<file path="config.mk">
export PLATFORM = sky130hd
export DESIGN_NAME = dlx_data_mem_if
export DESIGN_NICKNAME = d
export VERILOG_FILES = /design/src/rtl/dlx_data_mem_if.sv
export SDC_FILE = /design/constraint.sdc
export NUM_CORES = 1
export LEC_CHECK = 0
export BUFFER_PORTS_ARGS = -buffer_cell sky130_fd_sc_hd__buf_2
export CORE_AREA = 2 2 140 142
export CTS_CLUSTER_DIAMETER = 40
export DETAILED_ROUTE_END_ITERATION = 8
export DIE_AREA = 0 0 142 144
export HOLD_SLACK_MARGIN = 0.06
export PLACE_DENSITY = 0.77
export SLEW_MARGIN = 20
export SYNTH_ARGS = -nofsm -noshare
export SYNTH_HDL_FRONTEND = slang
export SYNTH_SLANG_ARGS = --single-unit
</file>
<file path="constraint.sdc">
create_clock -name clk -period 6 [get_ports clk]
set_clock_uncertainty 0.2 [all_clocks]
set_input_delay 0.9 -clock clk [delete_from_list [all_inputs] [get_ports clk]]
set_output_delay 0.9 -clock clk [all_outputs]
set_load 0.05 [all_outputs]
</file>
<file path="src/rtl/dlx_data_mem_if.sv">
// dlx_data_mem_if: decodes uDLX data-port accesses into external SRAM, memory-mapped
// IO (cycle counter, GPIO, compare timer) or unmapped space; reads return next cycle.
module dlx_data_mem_if #(
  parameter int DATA_WIDTH      = 32,
  parameter int DATA_ADDR_WIDTH = 32,
  parameter int RAM_ADDR_WIDTH  = 12,
  parameter int GPIO_WIDTH      = 8
) (
  input  logic                       clk,
  input  logic                       rst,
  input  logic                       data_rd_en,
  input  logic                       data_wr_en,
  input  logic [DATA_ADDR_WIDTH-1:0] data_addr,
  input  logic [DATA_WIDTH-1:0]      data_write,
  output logic [DATA_WIDTH-1:0]      data_read,
  output logic                       ram_en,
  output logic                       ram_we,
  output logic [RAM_ADDR_WIDTH-1:0]  ram_addr,
  output logic [DATA_WIDTH-1:0]      ram_wdata,
  input  logic [DATA_WIDTH-1:0]      ram_rdata,
  input  logic [GPIO_WIDTH-1:0]      gpio_in,
  output logic [GPIO_WIDTH-1:0]      gpio_out,
  output logic                       irq
);

  localparam logic [1:0] SEL_NONE = 2'd0;
  localparam logic [1:0] SEL_RAM  = 2'd1;
  localparam logic [1:0] SEL_IO   = 2'd2;
  localparam logic [1:0] SEL_ZERO = 2'd3;

  localparam logic [2:0] OFF_CYCLE    = 3'd0;
  localparam logic [2:0] OFF_GPIO_OUT = 3'd1;
  localparam logic [2:0] OFF_GPIO_IN  = 3'd2;
  localparam logic [2:0] OFF_TCMP     = 3'd3;
  localparam logic [2:0] OFF_TCNT     = 3'd4;
  localparam logic [2:0] OFF_CTRL     = 3'd5;
  localparam logic [2:0] OFF_STATUS   = 3'd6;

  localparam logic [3:0] REGION_RAM = 4'h0;
  localparam logic [3:0] REGION_IO  = 4'hF;

  logic [3:0] region;
  logic [2:0] ioOff;
  logic       isRam;
  logic       isIo;
  logic       isUnmapped;
  logic       anyReq;
  logic       conflict;
  logic       ioWr;
  logic       unusedAddrBits;

  logic [DATA_WIDTH-1:0] cycleCnt_q, cycleCnt_d;
  logic [GPIO_WIDTH-1:0] gpioOut_q, gpioOut_d;
  logic [GPIO_WIDTH-1:0] gpioMeta_q;
  logic [GPIO_WIDTH-1:0] gpioSync_q;
  logic [DATA_WIDTH-1:0] tcmp_q, tcmp_d;
  logic [DATA_WIDTH-1:0] tcnt_q, tcnt_d;
  logic [2:0]            ctrl_q, ctrl_d;
  logic                  match_q, match_d;
  logic                  err_q, err_d;
  logic [1:0]            sel_q, sel_d;
  logic [DATA_WIDTH-1:0] ioRdata_q, ioRdata_d;

  logic [1:0] statusClr;
  logic       timerMatch;
  logic       errSet;

  assign region     = data_addr[DATA_ADDR_WIDTH-1 -: 4];
  assign ioOff      = data_addr[4:2];
  assign isRam      = (region == REGION_RAM);
  assign isIo       = (region == REGION_IO);
  assign isUnmapped = !isRam && !isIo;
  assign anyReq     = data_rd_en | data_wr_en;
  assign conflict   = data_rd_en & data_wr_en;
  assign ioWr       = data_wr_en & isIo;

  // Byte-lane bits and the address bits between the SRAM index and region are don't-care.
  assign unusedAddrBits = ^{data_addr[1:0], data_addr[DATA_ADDR_WIDTH-5:RAM_ADDR_WIDTH+2]};

  assign ram_en    = anyReq & isRam & ~rst;
  assign ram_we    = data_wr_en & isRam & ~rst;
  assign ram_addr  = data_addr[RAM_ADDR_WIDTH+1:2];
  assign ram_wdata = data_write;

  assign gpio_out = gpioOut_q;
  assign irq      = match_q & ctrl_q[2];

  always_comb begin
    ioRdata_d = '0;
    case (ioOff)
      OFF_CYCLE:    ioRdata_d = cycleCnt_q;
      OFF_GPIO_OUT: ioRdata_d = DATA_WIDTH'(gpioOut_q);
      OFF_GPIO_IN:  ioRdata_d = DATA_WIDTH'(gpioSync_q);
      OFF_TCMP:     ioRdata_d = tcmp_q;
      OFF_TCNT:     ioRdata_d = tcnt_q;
      OFF_CTRL:     ioRdata_d = DATA_WIDTH'(ctrl_q);
      OFF_STATUS:   ioRdata_d = DATA_WIDTH'({err_q, match_q});
      default:      ioRdata_d = '0;
    endcase
  end

  // A simultaneous read+write is served as a write, so its read slot returns zero.
  always_comb begin
    sel_d = SEL_NONE;
    if (conflict) begin
      sel_d = SEL_ZERO;
    end else if (data_rd_en) begin
      if (isRam)     sel_d = SEL_RAM;
      else if (isIo) sel_d = SEL_IO;
      else           sel_d = SEL_ZERO;
    end
  end

  always_comb begin
    gpioOut_d = gpioOut_q;
    tcmp_d    = tcmp_q;
    ctrl_d    = ctrl_q;
    statusClr = 2'b00;
    if (ioWr) begin
      case (ioOff)
        OFF_GPIO_OUT: gpioOut_d = data_write[GPIO_WIDTH-1:0];
        OFF_TCMP:     tcmp_d    = data_write;
        OFF_CTRL:     ctrl_d    = data_write[2:0];
        OFF_STATUS:   statusClr = data_write[1:0];
        default:      ;
      endcase
    end
  end

  // Timer: a software load beats both auto-reload and the increment.
  always_comb begin
    timerMatch = ctrl_q[0] && (tcnt_q == tcmp_q);
    tcnt_d     = tcnt_q;
    if (ioWr && (ioOff == OFF_TCNT)) begin
      tcnt_d = data_write;
    end else if (timerMatch && ctrl_q[1]) begin
      tcnt_d = '0;
    end else if (ctrl_q[0]) begin
      tcnt_d = tcnt_q + DATA_WIDTH'(1);
    end
  end

  // Sticky status bits: a new event in the same cycle outranks write-1-to-clear.
  always_comb begin
    errSet     = conflict | (anyReq & isUnmapped);
    match_d    = timerMatch | (match_q & ~statusClr[0]);
    err_d      = errSet | (err_q & ~statusClr[1]);
    cycleCnt_d = cycleCnt_q + DATA_WIDTH'(1);
  end

  always_ff @(posedge clk or posedge rst) begin
    if (rst) begin
      cycleCnt_q <= '0;
      gpioOut_q  <= '0;
      gpioMeta_q <= '0;
      gpioSync_q <= '0;
      tcmp_q     <= '1;
      tcnt_q     <= '0;
      ctrl_q     <= '0;
      match_q    <= 1'b0;
      err_q      <= 1'b0;
      sel_q      <= SEL_NONE;
      ioRdata_q  <= '0;
    end else begin
      cycleCnt_q <= cycleCnt_d;
      gpioOut_q  <= gpioOut_d;
      gpioMeta_q <= gpio_in;
      gpioSync_q <= gpioMeta_q;
      tcmp_q     <= tcmp_d;
      tcnt_q     <= tcnt_d;
      ctrl_q     <= ctrl_d;
      match_q    <= match_d;
      err_q      <= err_d;
      sel_q      <= sel_d;
      ioRdata_q  <= ioRdata_d;
    end
  end

  always_comb begin
    case (sel_q)
      SEL_RAM: data_read = ram_rdata;
      SEL_IO:  data_read = ioRdata_q;
      default: data_read = '0;
    endcase
  end

endmodule
</file>
# Word level (Yosys, flattened, before mapping)
# Index checks and enable logic that the tools add are counted.
[totals]
mem_bits_rw = 0
latchBits = 0
out_inout_bits = 87
regBits = 159
romBits = 0
word_cells = 63
n_memories = 0
[op_classes]
n_reduce_logical = 12
n_div = 0
muxes = 11
mul = 0
bitwise_logic = 17
shift = 0
magnitude_cmp = 0
add_sub_neg = 2
eq_ne = 10
[op_table]
columns = ["operator", "n"]
rows = [
  ["one-hot mux 32 bit (7 select lines)", 1],
  ["two-way mux 32 bit", 3],
  ["adder 32 x 1 -> 32 bit, second input constant", 2],
  ["one-hot mux 32 bit (2 select lines)", 1],
  ["== test 32 bit", 1],
  ["bitwise AND 1 bit", 10],
  ["two-way mux 2 bit", 5],
  ["== test 3 bit, second input constant", 3],
  ["== test 3 x 2 -> 1 bit, second input constant", 2],
  ["AND reduction 2 bit", 3],
  ["== test 4 bit, second input constant", 1],
  ["logical AND 1 bit", 4],
  ["logical NOT 4 bit", 1],
  ["OR 1 bit", 4],
  ["== test 3 x 1 -> 1 bit, second input constant", 1],
  ["logical NOT 3 bit", 1],
  ["NOT 1 bit", 3],
  ["nonzero test 3 bit", 1],
  ["== test 2 x 1 -> 1 bit, second input constant", 1],
  ["== test 2 bit, second input constant", 1],
  ["logical NOT 1 bit", 2],
  ["two-way mux 1 bit", 1],
]

# Logic depth before layout (Yosys ltp)
# Gate-level depths: netlist of run 1.
[logic_depth]
ltp_word = 6
mapped_depth = 8
depth_no_buf = 6

# Worst setup path after synthesis of run 1
# No wires, ideal clock.
[synth_path]
path_type = "in2out"
startpoint = "input data_addr[28]"
endpoint = "output ram_en"
setup_slack_ns = 2.353
cell_stages = 2
n_path_buf = 0
arrival_time_ns = 2.547
path_cell_list = "or4_1 nor3_1"
[synth_via]
elab_chain_len = 3
[synth_lines]
columns = ["item", "line_no", "source"]
rows = [
  ["from (decl)", "13", "input logic [DATA_ADDR_WIDTH-1:0] data_addr,"],
  ["logical NOT 4 bit", "70", "assign isRam = (region == REGION_RAM);"],
  ["bitwise AND 1 bit (2 in series)", "80", "assign ram_en = anyReq & isRam & ~rst;"],
  ["to (decl)", "16", "output logic ram_en,"],
]
# No other way between the ends.

# Worst setup path after layout of run 1
[layout_path]
startpoint = "register sel_q[0]"
endpoint = "output data_read[2]"
[layout_via]
elab_chain_len = 2
word_cells_on_any_way = 3
[layout_lines]
columns = ["item", "line_no", "source"]
rows = [
  ["from (decl)", "61", "logic [1:0] sel_q, sel_d;"],
  ["from (signal assigned)", "174", "sel_q <= sel_d;"],
  ["== test 2 bit / == test 2 x 1 -> 1 bit (equally long branches)", "180", "case (sel_q)"],
  ["one-hot mux 32 bit (2 select lines) *", "180", ""],
  ["to (decl)", "15", "output logic [DATA_WIDTH-1:0] data_read,"],
]
# Every way passes the cells marked *; elsewhere a longest branch is shown, timed or not.

==> results.tsv, run 1 <==
stage	metric	value	unit
status	run status	finished clean	
pwr	clock share of power	0.346	
detailed_routing	drt pass-1 iters	5	
setup_path	Critical R2R Launch	tcmp_q[1]$_DFFE_PP1P_	
setup_path	maximum fanout along the worst path	32	
logic_synthesis	Netlist cell types	53	
pwr	Switching Fraction	0.3345	
placed_design	Buffers on Ports	160	
pwr	Pint	2.097	mW
pwr	Reg power frac	0.447	
global_routing	GR Overflow Total	0	
pwr	combinational power share	0.207	
detailed_routing	drt first-iter violations	612	
sta	Final Cycle Share	0.5857	
clocking	Root Buffer	clkbuf_16	
logic_synthesis	Post-synth EDFFs	0	
global_routing	initial antenna violation count	1	
setup_path	WP data required	4.90	ns
logic_synthesis	ys flop type	dfrtp_1	
setup_path	worst setup path endpoint	data_read[2]	
global_routing	GRT Util Overall	0.1997	
setup_path	worst path arrival time	2.41	ns
detailed_routing	routed len/inst	17.46	um
cells_and_area	fillcell total	1636	
logic_synthesis	Synth area leaders	dfrtp_1 38%, dfstp_2 10%, mux2_2 6.0%, a22oi_1 5.2%, xnor2_1 4.7%	
clocking	post_cts resized	0	
sta	final setup violation count	0	
logic_synthesis	area leader, netlist	dfrtp_1	
cells_and_area	fin nets	1006	
logic_synthesis	Commonest cells post-synth	127 x dfrtp_1, 84 x nand2_1, 60 x nor2_1	
worst_hold_path	Min-Delay Path Class	register to register	
detailed_routing	via count	6227	
cells_and_area	layout cells sized above 1	0.3385	
global_routing	number of global-route vias before repair	5728	
sta	Slew Viols, Final	0	
clocking	Post-CTS Hold Fix Bufs	0	
setup_path	R2R depth	5	
cells_and_area	Layout Utilization	0.5032	
sta	achievable frequency	284.6	MHz
sta	Final Critical Period	3.514	ns
pwr	pwr/cell area	328.2	mW/mm^2
clocking	TritonCTS clock tree	done	
clocking	Clock Tree Buf Depth	2	
logic_synthesis	sequential fraction of the synthesis area	0.4776	
sta	Sum Neg Setup Slack	0	ns
logic_synthesis	Post-Syn Instances	808	
floorplan	Initial Util	0.4410	
logic_synthesis	post-synthesis cell area	0.008414	mm^2
sta	Rel. slew slack	0.2928	
run	Max-Cap Viols	0	
floorplan	Chip Width	142	um
pwr	Switching Power	1.054	mW
clocking	CTS buffer count	17	
setup_path	CP startpoint	sel_q[0]$_DFF_PP0_	
floorplan	# IOs	195	
sta	RSZ-0062 raised after global routing	false	
clocking	# clock sinks	159	
setup_path	Crit Path Class	register to primary output	
logic_synthesis	Avg Cell Area, Syn	10.41	um^2
floorplan	Die Ht	144	um
clocking	Worst-path clk slew	0.06	ns
detailed_routing	DRC viols	0	
clocking	Post-CTS Setup Bufs	0	
setup_path	nature of the critical path endpoint	primary output	
cells_and_area	# diodes	0	
floorplan	die footprint	0.02045	mm^2
placed_design	routability cong.	0.9642	
detailed_routing	remaining antenna violation count	0	
sta	slew of the pin with the lowest slew margin	1.061	ns
floorplan	core area	0.01908	mm^2
logic_synthesis	Yosys reg bits	159	
floorplan	Site Rows	51	
sta	Fin. Hold Viols	0	
setup_path	r2r setup slk	3.06	ns
placed_design	hpwl dp	14490	um
global_routing	largest net degree at the start of global routing	115	
pwr	leakage power	4.217	nW
logic_synthesis	ys async rst share	1.000	
logic_synthesis	most frequent cell after synthesis	dfrtp_1	
pwr	worst vdd ir	0.0002259	V
setup_path	R2R Path End	tcnt_q[21]$_DFFE_PP0P_	
detailed_routing	vias per cell	5.438	
setup_path	CP Launch Type	register	
clocking	H-tree depth	4	
detailed_routing	DRT Wirelength	19990	um
logic_synthesis	synth warn	0	
logic_synthesis	Synth top area share	0.3777	
clocking	Worst-Skew Late Latency	0.43	ns
logic_synthesis	syn nets	920	
cells_and_area	area delta synth->final	14.10	%
global_routing	first-pass GRT wire length	31460	um
## power by group through the flow
stage | combinational (mW) | sequential, mW | clock (mW)
2_1_floorplan | 0.564 | 1.35 | 0
3_3_place_gp | 0.631 | 1.41 | 0
3_5_place_dp | 0.647 | 1.41 | 0
4_1_cts | 0.654 | 1.40 | 1.10
5_1_grt | 0.710 | 1.42 | 1.15
6_report | 0.653 | 1.41 | 1.09
## through the flow
step	hold slack [ns]	total power, mW	instance area [um^2]	worst slack (ns)	std cells
floorplan	0.1312	1.911	8414	0.6614	808
global placement	0.1332	2.041	8970	2.627	1112
detailed placement	0.1378	2.060	8970	2.582	1112
CTS	0.1523	3.158	9567	2.445	1144
global route	0.1542	3.287	9600	2.296	1145
finish	0.1497	3.151	9600	2.486	1145
## layout by cell type (no fill, tap or decap), types with 5 or more instances in the layout
cell type and count:
a22oi_1 58, and3_1 5, and4_1 9, buf_2 160, clkbuf_16 17, clkinvlp_4 5, dfrtp_1 127, dfstp_2 32
inv_1 24, mux2_2 45, mux4_2 7, nand2_1 84, nand3_1 23, nand4_1 14, nor2_1 60, nor2b_1 5
nor3_1 9, nor4_1 7, nor4_2 6, o21ai_0 32, o31ai_1 28, xnor2_1 45, xor2_1 39
## cell families after synthesis
group | count (synthesis) | synth area share
multiplexers | 55 | 0.08253
XOR/XNOR | 84 | 0.08744
AO/OA/AOI/OAI | 136 | 0.1144
buffers and inverters | 122 | 0.07911
flip-flops | 159 | 0.4776
adder cells (fa/ha/maj) | 4 | 0.005948
AND/OR/NAND/NOR | 248 | 0.1530
## per-layer routing
layer / GRT usage / vias to the layer above / share of wire
met3: 0.04040 / 35 / 0.062
met4: 0.08211 / 2 / 0.025
met2: 0.2937 / 229 / 0.45
met5: 0 / - / 0.00065
li1: - / 2982 / -
met1: 0.2890 / 2979 / 0.46
## area by class of cell
type	count	area, um^2	share of cell area
multi-input combinational	527	3737	0.3893
timing repair buffer	164	850.8	0.08862
sequential	159	4019	0.4186
clock inverter	14	157.7	0.01642
clock buffer	18	439.2	0.04574
tap	238	297.8	0.03102
inverter	25	98.84	0.01030
## flip-flops by register name, indices dropped and copies added (netlist names)
name / count
gpioMeta_q: 8
ioRdata_q: 32
sel_q: 2
gpioSync_q: 8
cycleCnt_q: 32
match_q: 1
tcnt_q: 32
err_q: 1
gpio_out: 8
ctrl_q: 3
tcmp_q: 32
## worst min-delay path by stage
stage                                        from                 endpoint  cells after the start
after global routing      gpioMeta_q[7]$_DFF_PP0_  gpioSync_q[7]$_DFF_PP0_                      0
after floorplan           gpioMeta_q[0]$_DFF_PP0_  gpioSync_q[0]$_DFF_PP0_                      0
after detailed placement  gpioMeta_q[7]$_DFF_PP0_  gpioSync_q[7]$_DFF_PP0_                      0
after global placement    gpioMeta_q[4]$_DFF_PP0_  gpioSync_q[4]$_DFF_PP0_                      0
after CTS                 gpioMeta_q[7]$_DFF_PP0_  gpioSync_q[7]$_DFF_PP0_                      0
final                     gpioMeta_q[7]$_DFF_PP0_  gpioSync_q[7]$_DFF_PP0_                      0
## worst max-delay path, stage by stage, from the launching register on
cell and delay [ns]:
dfrtp_1 0.38, inv_1 0.06, ha_1 0.85, a22oi_1 0.25, nor2_1 0.16, buf_2 0.29
No activity file was read; power rests on OpenSTA's default activity.
==> run 2, diff against run 1 <==
- clock period: 6 -> 3.6 ns (I/O delays scaled with it)
==> results.tsv, run 2 (same netlist as run 1, synthesis figures left out) <==
stage	metric	value	unit	change
pwr	Total Power	5.252	mW	+67%
cells_and_area	layout cells sized above 1	0.3384		about the same
cells_and_area	commonest non-fill, non-tap cell in the layout	buf_2		
clocking	TritonCTS clock tree	done		
global_routing	largest net degree at the start of global routing	160		+39%
setup_path	CP Launch Type	register		
setup_path	nature of the critical path endpoint	register		
cells_and_area	fillcell total	1601		-2.1%
pwr	worst vdd ir	0.0003473	V	+54%
global_routing	GRT Util Overall	0.1989		-0.0007920
floorplan	die footprint	0.02045	mm^2	unchanged
placed_design	hpwl dp	14410	um	-0.57%
cells_and_area	most frequent cells in the layout	160 x buf_2, 127 x dfrtp_1, 84 x nand2_1		
sta	final setup violation count	0		unchanged
global_routing	most used routing layer	met2		
pwr	Switching Fraction	0.3319		-0.002525
setup_path	CP startpoint	tcmp_q[1]$_DFFE_PP1P_		
clocking	Root Buffer	clkbuf_16		
global_routing	GR Util met3	0.03742		-0.002980
pwr	clock share of power	0.344		-0.002
global_routing	met1 Resource Use GR	0.2917		+0.002777
status	run status	finished clean		
sta	Sum Neg Setup Slack	0	ns	unchanged
setup_path	WP data required	3.68	ns	-1.22 ns
worst_hold_path	hold_sp	gpioMeta_q[1]$_DFF_PP0_		
setup_path	maximum fanout along the worst path	24		-25%
detailed_routing	DRT Wirelength	20350	um	+1.8%
sta	achievable frequency	357.9	MHz	
sta	Rel. slew slack	0.4264		+0.1336
sta	Final Cycle Share	0.7762		
floorplan	Site Rows	51		unchanged
clocking	post_cts resized	0		unchanged
floorplan	Chip Width	142	um	unchanged
floorplan	Die Ht	144	um	unchanged
setup_path	worst path arrival time	2.87	ns	+0.46 ns
sta	Final Critical Period	2.794	ns	
detailed_routing	drt first-iter violations	573		-6.4%
sta	RSZ-0062 raised after global routing	false		
sta	Fin. Hold Viols	0		unchanged
clocking	CTS buffer count	17		unchanged
cells_and_area	sequential cell area	0.004019	mm^2	unchanged
worst_hold_path	Min-Delay Path Class	register to register		
global_routing	grt met2 use	0.3005		+0.006865
detailed_routing	vias per cell	5.481		+0.79%
global_routing	number of global-route vias before repair	5804		+1.3%
sta	Slew Viols, Final	0		unchanged
pwr	Pint	3.508	mW	+67%
floorplan	core area	0.01908	mm^2	unchanged
global_routing	first-pass GRT wire length	31530	um	+0.24%
global_routing	initial antenna violation count	1		unchanged
cells_and_area	fin nets	1021		+1.5%
detailed_routing	DRC viols	0		unchanged
floorplan	Initial Util	0.4410		unchanged
sta	slew of the pin with the lowest slew margin	0.8603	ns	-0.2004 ns
pwr	combinational power share	0.210		+0.003
pwr	Reg power frac	0.446		about the same
floorplan	# IOs	195		unchanged
clocking	# clock sinks	159		unchanged
clocking	Post-CTS Setup Bufs	0		unchanged
run	Max-Cap Viols	0		unchanged
detailed_routing	remaining antenna violation count	0		unchanged
detailed_routing	via count	6364		+2.2%
clocking	H-tree depth	4		unchanged
placed_design	Buffers on Ports	160		unchanged
pwr	pwr/cell area	540.2	mW/mm^2	+65%
setup_path	Crit Path Class	register to register		
setup_path	Critical R2R Launch	tcmp_q[1]$_DFFE_PP1P_		
pwr	Switching Power	1.743	mW	+65%
pwr	leakage power	4.292	nW	+1.8%
detailed_routing	drt pass-1 iters	6		+1
cells_and_area	Multi-input gate area	0.003731	mm^2	-0.17%
detailed_routing	routed len/inst	17.53	um	+0.37%
clocking	Worst-Skew Late Latency	0.42	ns	about the same
clocking	Worst-path clk slew	0.06	ns	about the same
clocking	Clock Tree Buf Depth	2		unchanged
placed_design	routability cong.	0.9028		-6.4%
cells_and_area	area delta synth->final	15.54	%	
global_routing	GR Overflow Total	0		unchanged
[run 2: area by class of cell]
class,count,area share
clock buffers,19,0.04556
clock inverters,13,0.01596
well taps,238,0.03063
multi-input cells,527,0.3838
repair buffers,179,0.1004
diodes,1,0.0002574
inverters,25,0.01004
flip-flops and latches,159,0.4134
[run 2: layer usage]
metal / routed length (um) / share of wire / vias to the layer above
met2: 9112 / 0.45 / 257
met4: 408 / 0.020 / 0
met3: 1318 / 0.065 / 29
met5: 0 / 0 / -
met1: 9508 / 0.47 / 3079
li1: - / - / 2999
[run 2: path summary, 6_finish.rpt]
path,slack (ns),to,depth (start not counted)
setup / recovery,0.81,tcnt_q[10]$_DFFE_PP0P_,6
hold / removal,0.15,gpioSync_q[1]$_DFF_PP0_,0
setup reg to reg,0.81,tcnt_q[10]$_DFFE_PP0P_,6
hold reg to reg,0.15,gpioSync_q[1]$_DFF_PP0_,0
max in group asynchronous,2.40,tcnt_q[24]$_DFFE_PP0P_,3
min in group asynchronous,0.18,gpioSync_q[3]$_DFF_PP0_,3
[run 2: timing repair]
action                                 4_1_cts  5_1_grt
setup endpoints to repair                    0        0
endpoints found under the hold margin        8        0
hold buffers                                 8        0
[run 2: critical path, stage by stage (launching register included)]
cell      delay, ns
dfstp_2        0.55
inv_1          0.09
a2111o_1       0.41
or4_1          0.44
and4bb_2       0.47
buf_4          0.34
o31ai_1        0.13
[run 2: power by group through the flow]
stage / combinational [mW] / clock, mW / sequential, mW
4_1_cts: 1.10 / 1.84 / 2.33
5_1_grt: 1.20 / 1.93 / 2.36
2_1_floorplan: 0.941 / 0 / 2.24
6_report: 1.10 / 1.81 / 2.34
3_5_place_dp: 1.08 / 0 / 2.35
3_3_place_gp: 1.06 / 0 / 2.35
[run 2: stage by stage]
| step | setup WS, ns | utilization | area, um^2 | cells | hold slack, ns |
|---|---|---|---|---|---|
| 2_1_floorplan | 0.6726 | - | 8418 | 808 | 0.1312 |
| 3_3_place_gp | 0.9080 | 0.4739 | 9041 | 1120 | 0.1353 |
| 3_5_place_dp | 0.8532 | 0.4739 | 9041 | 1120 | 0.1347 |
| 4_1_cts | 0.8110 | 0.5094 | 9719 | 1160 | 0.1451 |
| 5_1_grt | 0.7225 | 0.5094 | 9719 | 1160 | 0.1525 |
| 6_report | 0.8057 | 0.5095 | 9722 | 1161 | 0.1465 |
==> run 3, diff against run 2 <==
- clock period: 3.6 -> 2.8 ns (I/O delays scaled with it)
==> results.tsv, run 3 (same netlist as run 1, synthesis figures left out) <==
stage	metric	value	unit	change
placed_design	hpwl dp	14720	um	+2.1%
cells_and_area	area delta synth->final	19.09	%	
floorplan	Chip Width	142	um	unchanged
detailed_routing	via count	6458		+1.5%
global_routing	GRT Util Overall	0.2040		+0.005009
setup_path	WP data required	2.18	ns	-1.50 ns
setup_path	worst path arrival time	1.88	ns	-0.99 ns
sta	Rel. slew slack	0.4471		+0.02071
setup_path	slowest stage delay, CP	0.39	ns	-0.16 ns
setup_path	Crit Path Class	register to primary output		
global_routing	number of global-route vias before repair	5955		+2.6%
placed_design	routability cong.	0.9204		+1.9%
clocking	Worst-path clk slew	0.06	ns	about the same
sta	achievable frequency	400.3	MHz	
floorplan	Die Ht	144	um	unchanged
clocking	TritonCTS clock tree	done		
setup_path	CP Launch Type	register		
pwr	pwr/cell area	676.6	mW/mm^2	+25%
clocking	Worst-Skew Late Latency	0.42	ns	about the same
setup_path	crit path buf inv count	3		+1
cells_and_area	Layout Utilization	0.5252		+0.01567
cells_and_area	layout cells sized above 1	0.3333		-0.005061
floorplan	# IOs	195		unchanged
floorplan	die footprint	0.02045	mm^2	unchanged
global_routing	GR Overflow Total	0		unchanged
setup_path	nature of the critical path endpoint	primary output		
status	run status	finished clean		
cells_and_area	most frequent cells in the layout	160 x buf_2, 127 x dfrtp_1, 84 x nand2_1		
clocking	Root Buffer	clkbuf_16		
global_routing	largest net degree at the start of global routing	160		unchanged
clocking	# clock sinks	159		unchanged
sta	RSZ-0062 raised after global routing	false		
pwr	leakage power	4.419	nW	+3.0%
sta	slew of the pin with the lowest slew margin	0.8293	ns	-0.03106 ns
setup_path	CP top delay family	buffers and inverters		
detailed_routing	DRT Wirelength	20700	um	+1.7%
clocking	Post-CTS Setup Bufs	0		unchanged
global_routing	first-pass GRT wire length	32060	um	+1.7%
floorplan	Initial Util	0.4410		unchanged
clocking	CTS buffer count	17		unchanged
sta	final setup violation count	0		unchanged
sta	Slew Viols, Final	0		unchanged
clocking	H-tree depth	4		unchanged
run	Max-Cap Viols	0		unchanged
cells_and_area	fin nets	1050		+2.8%
floorplan	Site Rows	51		unchanged
setup_path	maximum fanout along the worst path	32		+33%
placed_design	Setup WS pre-CTS	0.3771	ns	-0.4762 ns
clocking	Clock Tree Buf Depth	2		unchanged
detailed_routing	drt first-iter violations	610		+6.5%
global_routing	initial antenna violation count	0		-1
cells_and_area	fillcell total	1629		+1.7%
sta	final worst slack	0.3017	ns	-0.5040 ns
sta	Sum Neg Setup Slack	0	ns	unchanged
sta	Final Cycle Share	0.8923		
detailed_routing	DRC viols	0		unchanged
sta	Fin. Hold Viols	0		unchanged
setup_path	slowest CP cell	dfrtp_1		
placed_design	Buffers on Ports	160		unchanged
detailed_routing	routed len/inst	17.41	um	-0.66%
detailed_routing	vias per cell	5.431		-0.91%
cells_and_area	commonest non-fill, non-tap cell in the layout	buf_2		
cells_and_area	# diodes	0		-1
detailed_routing	remaining antenna violation count	0		unchanged
setup_path	critical path cell sequence	inv_1 -> ha_2 -> buf_4 -> a22oi_1 -> nor2_1 -> buf_2		
sta	Final Critical Period	2.498	ns	
detailed_routing	drt pass-1 iters	6		unchanged
pwr	worst vdd ir	0.0004426	V	+27%
floorplan	core area	0.01908	mm^2	unchanged
worst_hold_path	Min-Delay Path Class	input pin to register		
-- run 3: worst reg2reg max path, stage by stage, from the launching register on --
cell      delay, ns
dfstp_2        0.55
inv_1          0.08
a2111o_1       0.40
or4_1          0.41
and4bb_2       0.35
buf_12         0.21
o31ai_1        0.13
-- run 3: routing by layer --
layer	global-route usage	part of all wire	vias up
met4	0.07421	0.026	0
met2	0.3097	0.45	243
met3	0.03377	0.053	41
li1	-	-	3047
met5	0	0	-
met1	0.2957	0.47	3127
-- run 3: worst paths after layout --
check                      cells after the start                 endpoint                    start  slack, ns
max in group asynchronous                      3   tcnt_q[13]$_DFFE_PP0P_                      rst       1.72
max                                            6             data_read[2]       sel_q[0]$_DFF_PP0_       0.30
min                                            3    tcnt_q[5]$_DFFE_PP0P_            data_write[5]       0.06
max reg2reg                                    6    tcnt_q[6]$_DFFE_PP0P_    tcmp_q[1]$_DFFE_PP1P_       0.37
min in group asynchronous                      3       sel_q[1]$_DFF_PP0_                      rst       0.07
min reg2reg                                    0  gpioSync_q[0]$_DFF_PP0_  gpioMeta_q[0]$_DFF_PP0_       0.15
-- run 3: stage by stage --
stage / power, mW / instance area (um^2) / hold slack [ns] / std cells
final: 6.780 / 10020 / 0.06262 / 1189
after global routing: 7.088 / 10020 / 0.07164 / 1189
after CTS: 6.811 / 10020 / 0.06003 / 1189
after detailed placement: 4.454 / 9104 / 0.1358 / 1125
after global placement: 4.416 / 9104 / 0.1354 / 1125
after floorplan: 4.095 / 8418 / 0.1312 / 808
-- run 3: report_power, final --
group | internal, mW | total (mW) | switching, mW
logic | 0.590 | 1.48 | 0.888
clock network | 1.40 | 2.30 | 0.897
registers | 2.60 | 3.00 | 0.400
-- run 3: repair_timing --
item                                    4_1_cts  5_1_grt
endpoints found under the setup margin        0       32
hold buffers                                 32        0
endpoints found under the hold margin        38        0
resized for setup                             0        1
-- run 3: area by class of cell --
cell class | instances | area (um^2) | share of cell area
clock buffers | 23 | 488.0 | 0.04870
clock inverters | 9 | 106.4 | 0.01061
inverters | 25 | 97.59 | 0.009739
multi-input cells | 527 | 3734 | 0.3726
flip-flops and latches | 159 | 4019 | 0.4010
well taps | 238 | 297.8 | 0.02972
repair buffers | 208 | 1279 | 0.1276
